File: src/rtl/fl_netcope_strip_if.sv
// FrameLink bus bundle: one word of data, REM, the four active-low
// delimiters and the src/dst ready handshake pair.
//   master : drives data/rem/delimiters/src_rdy_n, receives dst_rdy_n
//   slave  : receives data/rem/delimiters/src_rdy_n, drives dst_rdy_n
interface fl_netcope_strip_if #(
    parameter int DATA_WIDTH = 128
);
    localparam int REM_W = $clog2(DATA_WIDTH / 8);

    logic [DATA_WIDTH-1:0] data;
    logic [REM_W-1:0]      rem;
    logic                  sof_n;
    logic                  sop_n;
    logic                  eop_n;
    logic                  eof_n;
    logic                  src_rdy_n;
    logic                  dst_rdy_n;

    modport master (
        output data, rem, sof_n, sop_n, eop_n, eof_n, src_rdy_n,
        input  dst_rdy_n
    );

    modport slave (
        input  data, rem, sof_n, sop_n, eop_n, eof_n, src_rdy_n,
        output dst_rdy_n
    );
endinterface

File: src/rtl/fl_netcope_strip.sv
// fl_netcope_strip: removes the first frame part (NetCOPE header) of every
// FrameLink frame and forwards the remaining parts as a well-formed frame.
// Ports:
//   clk, rst_n  clock (rising edge) and asynchronous active-low reset
//   rx          FrameLink input  (slave)
//   tx          FrameLink output (master), one register stage
//   hdr_data    first word of the most recent non-dropped header part
//   hdr_vld     one-cycle pulse when hdr_data has been updated
//   frame_cnt   forwarded frames (wraps)
//   drop_cnt    header-only frames dropped (saturates at 0xFFFF)
//   err         one-cycle pulse: SOF seen while inside a payload
module fl_netcope_strip #(
    parameter int DATA_WIDTH = 128,
    parameter int CNT_WIDTH  = 32
) (
    input  logic                    clk,
    input  logic                    rst_n,
    fl_netcope_strip_if.slave       rx,
    fl_netcope_strip_if.master      tx,
    output logic [DATA_WIDTH-1:0]   hdr_data,
    output logic                    hdr_vld,
    output logic [CNT_WIDTH-1:0]    frame_cnt,
    output logic [15:0]             drop_cnt,
    output logic                    err
);
    localparam int REM_W = $clog2(DATA_WIDTH / 8);

    localparam logic [1:0] S_HDR   = 2'd0;
    localparam logic [1:0] S_FIRST = 2'd1;
    localparam logic [1:0] S_BODY  = 2'd2;

    localparam logic [CNT_WIDTH-1:0] CNT_ONE = 1;

    logic [1:0]            state_q;
    logic                  tx_vld;
    logic [DATA_WIDTH-1:0] tx_data_q;
    logic [REM_W-1:0]      tx_rem_q;
    logic                  tx_sof_q, tx_sop_q, tx_eop_q, tx_eof_q;
    logic [DATA_WIDTH-1:0] stage_q;
    // Set between a header's SOF word and its EOP word; without it a stray
    // non-SOF word (e.g. the tail of a frame cut by reset) could be taken
    // as the end of a header.
    logic                  hdr_act_q;

    logic tx_ld, tx_hs, rx_rdy, rx_hs, hdr_word, hdr_live, fwd;

    assign tx_ld    = !tx_vld || !tx.dst_rdy_n;
    assign tx_hs    = tx_vld && !tx.dst_rdy_n;
    // Header words never need the output register, so S_HDR never stalls.
    assign rx_rdy   = (state_q == S_HDR) || tx_ld;
    assign rx_hs    = !rx.src_rdy_n && rx_rdy;
    // A SOF inside a payload restarts header processing for that word.
    assign hdr_word = (state_q == S_HDR) || !rx.sof_n;
    assign hdr_live = hdr_act_q || !rx.sof_n;
    assign fwd      = rx_hs && !hdr_word;

    assign rx.dst_rdy_n = !rx_rdy;

    assign tx.data      = tx_data_q;
    assign tx.rem       = tx_rem_q;
    assign tx.sof_n     = tx_sof_q;
    assign tx.sop_n     = tx_sop_q;
    assign tx.eop_n     = tx_eop_q;
    assign tx.eof_n     = tx_eof_q;
    assign tx.src_rdy_n = !tx_vld;

    // Output register stage
    always_ff @(posedge clk or negedge rst_n) begin
        if (!rst_n) begin
            tx_vld    <= 1'b0;
            tx_data_q <= '0;
            tx_rem_q  <= '0;
            tx_sof_q  <= 1'b1;
            tx_sop_q  <= 1'b1;
            tx_eop_q  <= 1'b1;
            tx_eof_q  <= 1'b1;
        end else if (tx_ld) begin
            tx_vld <= fwd;
            if (fwd) begin
                tx_data_q <= rx.data;
                tx_rem_q  <= rx.rem;
                // First payload word opens the output frame and its part.
                tx_sof_q  <= (state_q != S_FIRST);
                tx_sop_q  <= (state_q == S_FIRST) ? 1'b0 : rx.sop_n;
                tx_eop_q  <= rx.eop_n;
                tx_eof_q  <= rx.eof_n;
            end
        end
    end

    // Frame FSM, header capture and drop counting
    always_ff @(posedge clk or negedge rst_n) begin
        if (!rst_n) begin
            state_q   <= S_HDR;
            stage_q   <= '0;
            hdr_act_q <= 1'b0;
            hdr_data  <= '0;
            hdr_vld   <= 1'b0;
            drop_cnt  <= '0;
        end else begin
            hdr_vld <= 1'b0;
            if (rx_hs && hdr_word) begin
                if (!rx.sof_n)
                    stage_q <= rx.data;
                hdr_act_q <= hdr_live && rx.eop_n;
                state_q   <= S_HDR;
                if (hdr_live && !rx.eop_n) begin
                    if (!rx.eof_n) begin
                        if (drop_cnt != 16'hFFFF)
                            drop_cnt <= drop_cnt + 16'd1;
                    end else begin
                        // Single-word header: staging not yet loaded.
                        hdr_data <= rx.sof_n ? stage_q : rx.data;
                        hdr_vld  <= 1'b1;
                        state_q  <= S_FIRST;
                    end
                end
            end else if (fwd) begin
                state_q <= !rx.eof_n ? S_HDR : S_BODY;
            end
        end
    end

    // Error pulse and forwarded-frame counter
    always_ff @(posedge clk or negedge rst_n) begin
        if (!rst_n) begin
            err       <= 1'b0;
            frame_cnt <= '0;
        end else begin
            err <= rx_hs && (state_q != S_HDR) && !rx.sof_n;
            if (tx_hs && !tx_eof_q)
                frame_cnt <= frame_cnt + CNT_ONE;
        end
    end
endmodule

File: src/flat_wrapper.sv
// flat-port wrapper written by rule: the top's interface ports become plain ports
module fl_netcope_strip_flat 
#(
    parameter int DATA_WIDTH = 128,
    parameter int CNT_WIDTH  = 32
)
  (clk, rst_n, hdr_data, hdr_vld, frame_cnt, drop_cnt, err, rx_data, rx_rem, rx_sof_n, rx_sop_n, rx_eop_n, rx_eof_n, rx_src_rdy_n, rx_dst_rdy_n, tx_data, tx_rem, tx_sof_n, tx_sop_n, tx_eop_n, tx_eof_n, tx_src_rdy_n, tx_dst_rdy_n);
  fl_netcope_strip_if #(.DATA_WIDTH(DATA_WIDTH)) rx_i ();
  fl_netcope_strip_if #(.DATA_WIDTH(DATA_WIDTH)) tx_i ();
  input  logic clk;
  input  logic rst_n;
  output logic [DATA_WIDTH-1:0] hdr_data;
  output logic hdr_vld;
  output logic [CNT_WIDTH-1:0] frame_cnt;
  output logic [15:0] drop_cnt;
  output logic err;
  input wire logic [$bits(rx_i.data)-1:0] rx_data;
  input wire logic [$bits(rx_i.rem)-1:0] rx_rem;
  input wire logic [$bits(rx_i.sof_n)-1:0] rx_sof_n;
  input wire logic [$bits(rx_i.sop_n)-1:0] rx_sop_n;
  input wire logic [$bits(rx_i.eop_n)-1:0] rx_eop_n;
  input wire logic [$bits(rx_i.eof_n)-1:0] rx_eof_n;
  input wire logic [$bits(rx_i.src_rdy_n)-1:0] rx_src_rdy_n;
  output wire logic [$bits(rx_i.dst_rdy_n)-1:0] rx_dst_rdy_n;
  output wire logic [$bits(tx_i.data)-1:0] tx_data;
  output wire logic [$bits(tx_i.rem)-1:0] tx_rem;
  output wire logic [$bits(tx_i.sof_n)-1:0] tx_sof_n;
  output wire logic [$bits(tx_i.sop_n)-1:0] tx_sop_n;
  output wire logic [$bits(tx_i.eop_n)-1:0] tx_eop_n;
  output wire logic [$bits(tx_i.eof_n)-1:0] tx_eof_n;
  output wire logic [$bits(tx_i.src_rdy_n)-1:0] tx_src_rdy_n;
  input wire logic [$bits(tx_i.dst_rdy_n)-1:0] tx_dst_rdy_n;
  assign rx_i.data = rx_data;
  assign rx_i.rem = rx_rem;
  assign rx_i.sof_n = rx_sof_n;
  assign rx_i.sop_n = rx_sop_n;
  assign rx_i.eop_n = rx_eop_n;
  assign rx_i.eof_n = rx_eof_n;
  assign rx_i.src_rdy_n = rx_src_rdy_n;
  assign rx_dst_rdy_n = rx_i.dst_rdy_n;
  assign tx_data = tx_i.data;
  assign tx_rem = tx_i.rem;
  assign tx_sof_n = tx_i.sof_n;
  assign tx_sop_n = tx_i.sop_n;
  assign tx_eop_n = tx_i.eop_n;
  assign tx_eof_n = tx_i.eof_n;
  assign tx_src_rdy_n = tx_i.src_rdy_n;
  assign tx_i.dst_rdy_n = tx_dst_rdy_n;
  fl_netcope_strip #(.DATA_WIDTH(DATA_WIDTH), .CNT_WIDTH(CNT_WIDTH)) u_core (.clk(clk), .rst_n(rst_n), .rx(rx_i), .tx(tx_i), .hdr_data(hdr_data), .hdr_vld(hdr_vld), .frame_cnt(frame_cnt), .drop_cnt(drop_cnt), .err(err));
endmodule
File: config.mk
export PLATFORM = sky130hd
export DESIGN_NAME = fl_netcope_strip_flat
export DESIGN_NICKNAME = d
export VERILOG_FILES = /design/src/rtl/fl_netcope_strip_if.sv /design/src/rtl/fl_netcope_strip.sv /design/src/flat_wrapper.sv
export SDC_FILE = /design/constraint.sdc
export NUM_CORES = 1
export LEC_CHECK = 0
export CAP_MARGIN = 0
export CORE_MARGIN = 1
export CORE_UTILIZATION = 35
export CTS_CLUSTER_SIZE = 12
export DETAILED_ROUTE_END_ITERATION = 10
export GPL_TIMING_DRIVEN = 1
export HOLD_SLACK_MARGIN = 0.15
export PLACE_DENSITY = 0.68
export SYNTH_ARGS = -nofsm -noshare
export SYNTH_HDL_FRONTEND = slang
export SYNTH_SLANG_ARGS = --single-unit
File: constraint.sdc
create_clock -name clk -period 2.1 [get_ports clk]
set_input_delay 0.42 -clock clk [delete_from_list [all_inputs] [get_ports clk]]
set_output_delay 0.42 -clock clk [all_outputs]
set_load 0.05 [all_outputs]
=== Yosys cells after proc, flatten, opt, wreduce, memory -nomap -nowiden ===
Cells that the tools add are included.

* Bits in registers: 446
* Output and inout bits: 316
* Bits of input ports: 140
* Logic and storage cells: 58

* Reductions and logical operators: 27
* Multiplexer cells: 10
* Add/subtract/negate cells: 2
* Bitwise logic cells: 1
* Eq/ne operators: 3

{| class="wikitable"
|+ Operators by type and width
! operator !! count
|-
| $mux 128 || 1
|-
| $add 32x1->32 const B || 1
|-
| $add 16x1->16 const B || 1
|-
| $ne 16x16->1 const B || 1
|-
| $logic_and 1x1->1 || 9
|-
| $logic_not 1->1 || 8
|-
| $mux 2 || 4
|-
| $mux 1 || 5
|-
| $logic_or 1x1->1 || 4
|-
| $reduce_and 4->1 || 1
|-
| $reduce_bool 2->1 || 2
|-
| $reduce_and 3->1 || 1
|-
| $eq 2x1->1 const B || 1
|-
| $logic_not 2->1 || 1
|-
| $ne 2x1->1 const B || 1
|-
| $reduce_and 2->1 || 1
|-
| $not 1->1 || 1
|}

=== Logic depth before layout (Yosys ltp) ===
* Depth after elaboration: 7
* Depth in mapped cells: 7
* Mapped depth without buffers: 5

=== Worst setup path after synthesis ===
OpenSTA, ideal clock, no wires.

* Path kind: register to register
* Start point: register u_core.drop_cnt[0]
* End point: register u_core.drop_cnt[1]
* Stages on the path, launching flop included: 6
* Clock period less this slack: 2.101 ns
* Arrival: 1.976 ns
* Slack: -0.001 ns
* Buffers on the path: 0
* Cells stage by stage: dfrtp_1 > ha_1 > nand4_1 > nor3_1 > a21oi_1 > mux2_2

* Cells in the longest elaborated chain, start to end: 2

{| class="wikitable"
|+ RTL lines
! element !! line !! text
|-
| from (decl) || fl_netcope_strip.sv:23 || <nowiki>output logic [15:0] drop_cnt,</nowiki>
|-
| from (signal assigned) || fl_netcope_strip.sv:110 || <nowiki>drop_cnt <= drop_cnt + 16'd1;</nowiki>
|-
| parallel branches: the longest is 2 deep, another holds $add 16x1->16 || -- ||
|}

Parallel ways; which one is timed is not known.
A chain may end at the register's enable or synchronous reset.

=== Final worst setup path ===
* Start point: register u_core.tx_sof_q (netlist: u_core.tx.sof_n)
* End point: output port tx_sof_n

{| class="wikitable"
|+ RTL lines
! element !! line !! text
|-
| from (decl) || fl_netcope_strip.sv:38 || <nowiki>logic tx_sof_q, tx_sop_q, tx_eop_q, tx_eof_q;</nowiki>
|-
| from (signal assigned) || fl_netcope_strip.sv:83 || <nowiki>tx_sof_q <= (state_q != S_FIRST);</nowiki>
|-
| to (decl) || flat_wrapper.sv:27 || <nowiki>output wire logic [$bits(tx_i.sof_n)-1:0] tx_sof_n;</nowiki>
|}

No word-level cell between the ends.

==> results_tabular.tex <==
\begin{tabular}{lr}
\hline
Metric & Value \\
\hline
\multicolumn{2}{l}{\textbf{STA}} \\
Final total negative setup slack & 0 ps \\
Fin Hold WS & around 390 ps \\
Final setup violation count & 0 \\
Pin slew with the least headroom to its limit & 592 ps \\
Maximum clock frequency & $\sim$0.49 GHz \\
Share of the clock period used by the worst path after layout & 0.966 \\
Final Hold Violating Endpoints & 0 \\
Number of pins with negative max-slew slack in the final report & 0 \\
Worst slew margin & 0.607 \\
RSZ-0062 raised after global routing & false \\
Final worst path period need & just over 2000 ps \\
Largest clock skew in the final design & around 20 ps \\
\multicolumn{2}{l}{\textbf{Setup path}} \\
Launching point of the worst reg2reg path & u\_core.drop\_cnt[1]\$\_DFFE\_PN0P\_ \\
Data required time at the worst endpoint & 1680 ps \\
Peak fanout along the critical path & 2 \\
Critical path startpoint & u\_core.tx.sof\_n\$\_DFFE\_PN1P\_ \\
Sequence of cells on the critical path & dlygate4sd2\_1 \\
Start-to-end type of the worst setup path & flip-flop to output port \\
WP depth & 1 \\
Slack of the worst reg-to-reg path & approximately 110 ps \\
Top Family by Delay on Critical Path & flip-flops \\
Critical Path Start Type & flip-flop \\
Peak per-stage delay on the critical path & around 520 ps \\
Termination of the worst setup path & tx\_sof\_n \\
Worst path arrival time & approximately 1600 ps \\
Depth of the most critical reg-to-reg path & 5 \\
Worst r2r dst & u\_core.drop\_cnt[12]\$\_DFFE\_PN0P\_ \\
Kind of end point of the critical path & output port \\
Buffering stage count on the worst path with inverters included & 1 \\
CP max stage cell & sky130\_fd\_sc\_hd\_\_dfstp\_2 \\
\multicolumn{2}{l}{\textbf{CTS}} \\
Root Buffer Master & sky130\_fd\_sc\_hd\_\_clkbuf\_16 \\
CTS buffer count & about 50 \\
TritonCTS clock tree & built \\
H-tree Lvls & 2 \\
Clk slew on worst S/H paths & roughly 60 ps \\
Number of buffers on the longest clock path & 3 \\
Worst-Skew Late Latency & just under 600 ps \\
Num Clock Sinks & about 450 \\
\multicolumn{2}{l}{\textbf{Placement}} \\
Count of placed standard cells including taps & between 2k and 3k \\
Count of input and output buffers & approximately 460 \\
DP Wirelength & approximately 37 mm \\
Final RePlAce weighted congestion & 0.840 \\
\multicolumn{2}{l}{\textbf{Floorplanning}} \\
Die width & 233 microns \\
Initial core utilization & 0.355 \\
Total Die Area & 54200 sq um \\
Core Box Area & 52600 sq um \\
DIE HEIGHT & 233 microns \\
Boundary pin count & approximately 460 \\
Number of standard-cell rows in the floorplan & 84 \\
\multicolumn{2}{l}{\textbf{Synth}} \\
Avg Synthesized Cell Area & about 12 sq um \\
Post-synth ARST share & 1.00 \\
Number of cells produced by synthesis & 1499 \\
Synth unique cells & 45 \\
Ys flop type & sky130\_fd\_sc\_hd\_\_dfrtp\_1 \\
Commonest cells post-synth & sky130\_fd\_sc\_hd\_\_dfrtp\_1 (442), sky130\_fd\_sc\_hd\_\_nand2\_1 (430), sky130\_fd\_sc\_hd\_\_mux2\_2 (375), sky130\_fd\_sc\_hd\_\_clkbuf\_1 (35), sky130\_fd\_sc\_hd\_\_buf\_2 (29) \\
Area contributors post-synth & sky130\_fd\_sc\_hd\_\_dfrtp\_1 (59\%), sky130\_fd\_sc\_hd\_\_mux2\_2 (23\%), sky130\_fd\_sc\_hd\_\_nand2\_1 (8.7\%) \\
Leading cell type by number of instances after synthesis & sky130\_fd\_sc\_hd\_\_dfrtp\_1 \\
Cell area after synthesis & 18600 sq um \\
Warnings, synthesis & 0 \\
Proportion of netlist area held by the largest area contributor & 0.593 \\
Sequential cell area fraction in the yosys report & 0.599 \\
Number of synthesized register bits & around 450 \\
Library cell occupying the most area in the post-synthesis netlist & sky130\_fd\_sc\_hd\_\_dfrtp\_1 \\
Post-synth net total & between 1.5k and 2k \\
Post-synth EDFFs & 0 \\
\multicolumn{2}{l}{\textbf{Routing}} \\
Post-detailed-routing wire length & 51.1 mm \\
Total via count in the routed design & roughly 13k \\
Drt wl/cell & 18.5 microns \\
First DRT Iteration DRCs & around 570 \\
Antenna-violating nets left & 0 \\
Drt pass-1 iters & 4 \\
Via density & $\sim$4.8 \\
\# DRC & 0 \\
\multicolumn{2}{l}{\textbf{Finish}} \\
Proportion of layout cells with a drive suffix above 1 & 0.292 \\
Total number of nets in the final design & approximately 2.2k \\
Number of standard cells in the layout, taps in and fillers out & around 2.8k \\
\# diodes & 0 \\
Signed area change from the synthesized netlist to the final layout & 39.5\% \\
\multicolumn{2}{l}{\textbf{Run}} \\
Max capacitance violation total & 0 \\
\multicolumn{2}{l}{\textbf{Global route}} \\
Vias in the first global route & 13.9k \\
Initial antenna violation count & 1 \\
Global-route wire length before repair & just under 80 mm \\
GRT Util Overall & 0.188 \\
Overall overflow remaining after global route & 0 \\
Pin count of the biggest net entering global routing & 70 \\
\multicolumn{2}{l}{\textbf{Worst hold path}} \\
Worst min-delay path class & input port to flip-flop \\
\multicolumn{2}{l}{\textbf{Power and ir drop}} \\
Peak supply drop & 0.977 mV \\
Power density cells & around 1400 nW/um\^{}2 \\
Leak pwr & 12.5 nW \\
\multicolumn{2}{l}{\textbf{Outcome}} \\
Status & completed \\
\hline
\end{tabular}
## worst min-delay path by stage
stage | cells past startpoint | start | slack, ps | to
2_1_floorplan | 0 | rst_n | 120 | u_core.drop_cnt[0]$_DFFE_PN0P_
3_3_place_gp | 1 | rst_n | 410 | u_core.stage_q[16]$_DFFE_PN0P_
3_5_place_dp | 1 | rst_n | 420 | u_core.stage_q[18]$_DFFE_PN0P_
4_1_cts | 3 | rx_rem[2] | 350 | u_core.tx.rem[2]$_DFFE_PN0P_
5_1_grt | 3 | rx_rem[2] | 370 | u_core.tx.rem[2]$_DFFE_PN0P_
6_report | 3 | rx_rem[2] | 390 | u_core.tx.rem[2]$_DFFE_PN0P_
## kinds of logic (layout without fill, tap and decap cells)
group	after synthesis	count (layout)	share of synthesized area
adders and majority gates	2	2	0.00134
AOI/OAI and AO/OA	15	15	0.00550
DFF	446	446	0.599
buffers and inverters	85	652	0.0213
xor gates and xnor gates	46	46	0.0216
and+or+nand+nor	519	519	0.118
muxes	386	386	0.233
## metal layers
metal | vias to the layer above | track usage | part of all wire
met5 | - | 0 | 0
met1 | 6714 | 0.242 | 0.42
met4 | 0 | 0.0660 | 0.029
met3 | 87 | 0.0515 | 0.075
met2 | 397 | 0.304 | 0.47
li1 | 6115 | - | -
## flip-flops by register name, summed over array words and instances (netlist names), 2 cells and up
name              count
u_core.stage_q      128
u_core.hdr_data     128
u_core.state_q        2
u_core.tx.data      128
u_core.frame_cnt     32
u_core.drop_cnt      16
u_core.tx.rem         4
## cells in the final DEF, fill, tap and decap left out, drive strengths merged, types with 3 or more instances in the layout
| master | n |
|---|---|
| dlygate4sd2 | 282 |
| inv | 10 |
| o21ai | 4 |
| nor4 | 12 |
| nand4 | 12 |
| and2 | 4 |
| dfstp | 4 |
| xor2 | 27 |
| mux2 | 386 |
| nor3 | 15 |
| nor4b | 4 |
| dfrtp | 442 |
| a211oi | 4 |
| xnor2 | 19 |
| clkinv | 10 |
| nor2 | 10 |
| nand3 | 15 |
| bufinv | 4 |
| nand2 | 430 |
| and3 | 3 |
| clkbuf | 72 |
| buf | 133 |
| clkdlybuf4s50 | 137 |
## per-stage QoR
| stage | power, W | setup WS (ps) | utilization | area, sq um |
|---|---|---|---|---|
| floorplan | 0.0224 | -0.639 | - | 18600 |
| global placement | 0.0282 | -339 | 0.471 | 24700 |
| detailed placement | 0.0285 | -351 | 0.471 | 24700 |
| CTS | 0.0359 | 22.0 | 0.495 | 26000 |
| global route | 0.0371 | 2.29 | 0.495 | 26000 |
| finish | 0.0355 | 71.1 | 0.495 | 26000 |
## layout make-up
class	instances	area (sq um)
inverter	9	33.8
sequential	446	11200
clock inverter	17	216
fill	4750	26500
timing repair buffer	554	5220
multi-input combinational	968	7100
clock buffer	72	1410
tap	688	861
## report_power, final
group | internal [W] | switching [W]
combinational | 0.00417 | 0.0102
sequential | 0.0111 | 0.00138
clock | 0.00516 | 0.00349
## timing repair
action                                  CTS  global route
pin swaps                                 0             0
endpoints found under the setup margin  283             1
hold endpoints to repair                 35             0
resized for setup                       283             1
hold buffers                              1             0
buffers inserted                          0             0
## worst min-delay path, stage by stage
cell and delay [ps]:
sky130_fd_sc_hd__clkdlybuf4s50_1 400, sky130_fd_sc_hd__nand2_1 60, sky130_fd_sc_hd__nand2_1 40
Power figures use the tool's default switching activity.
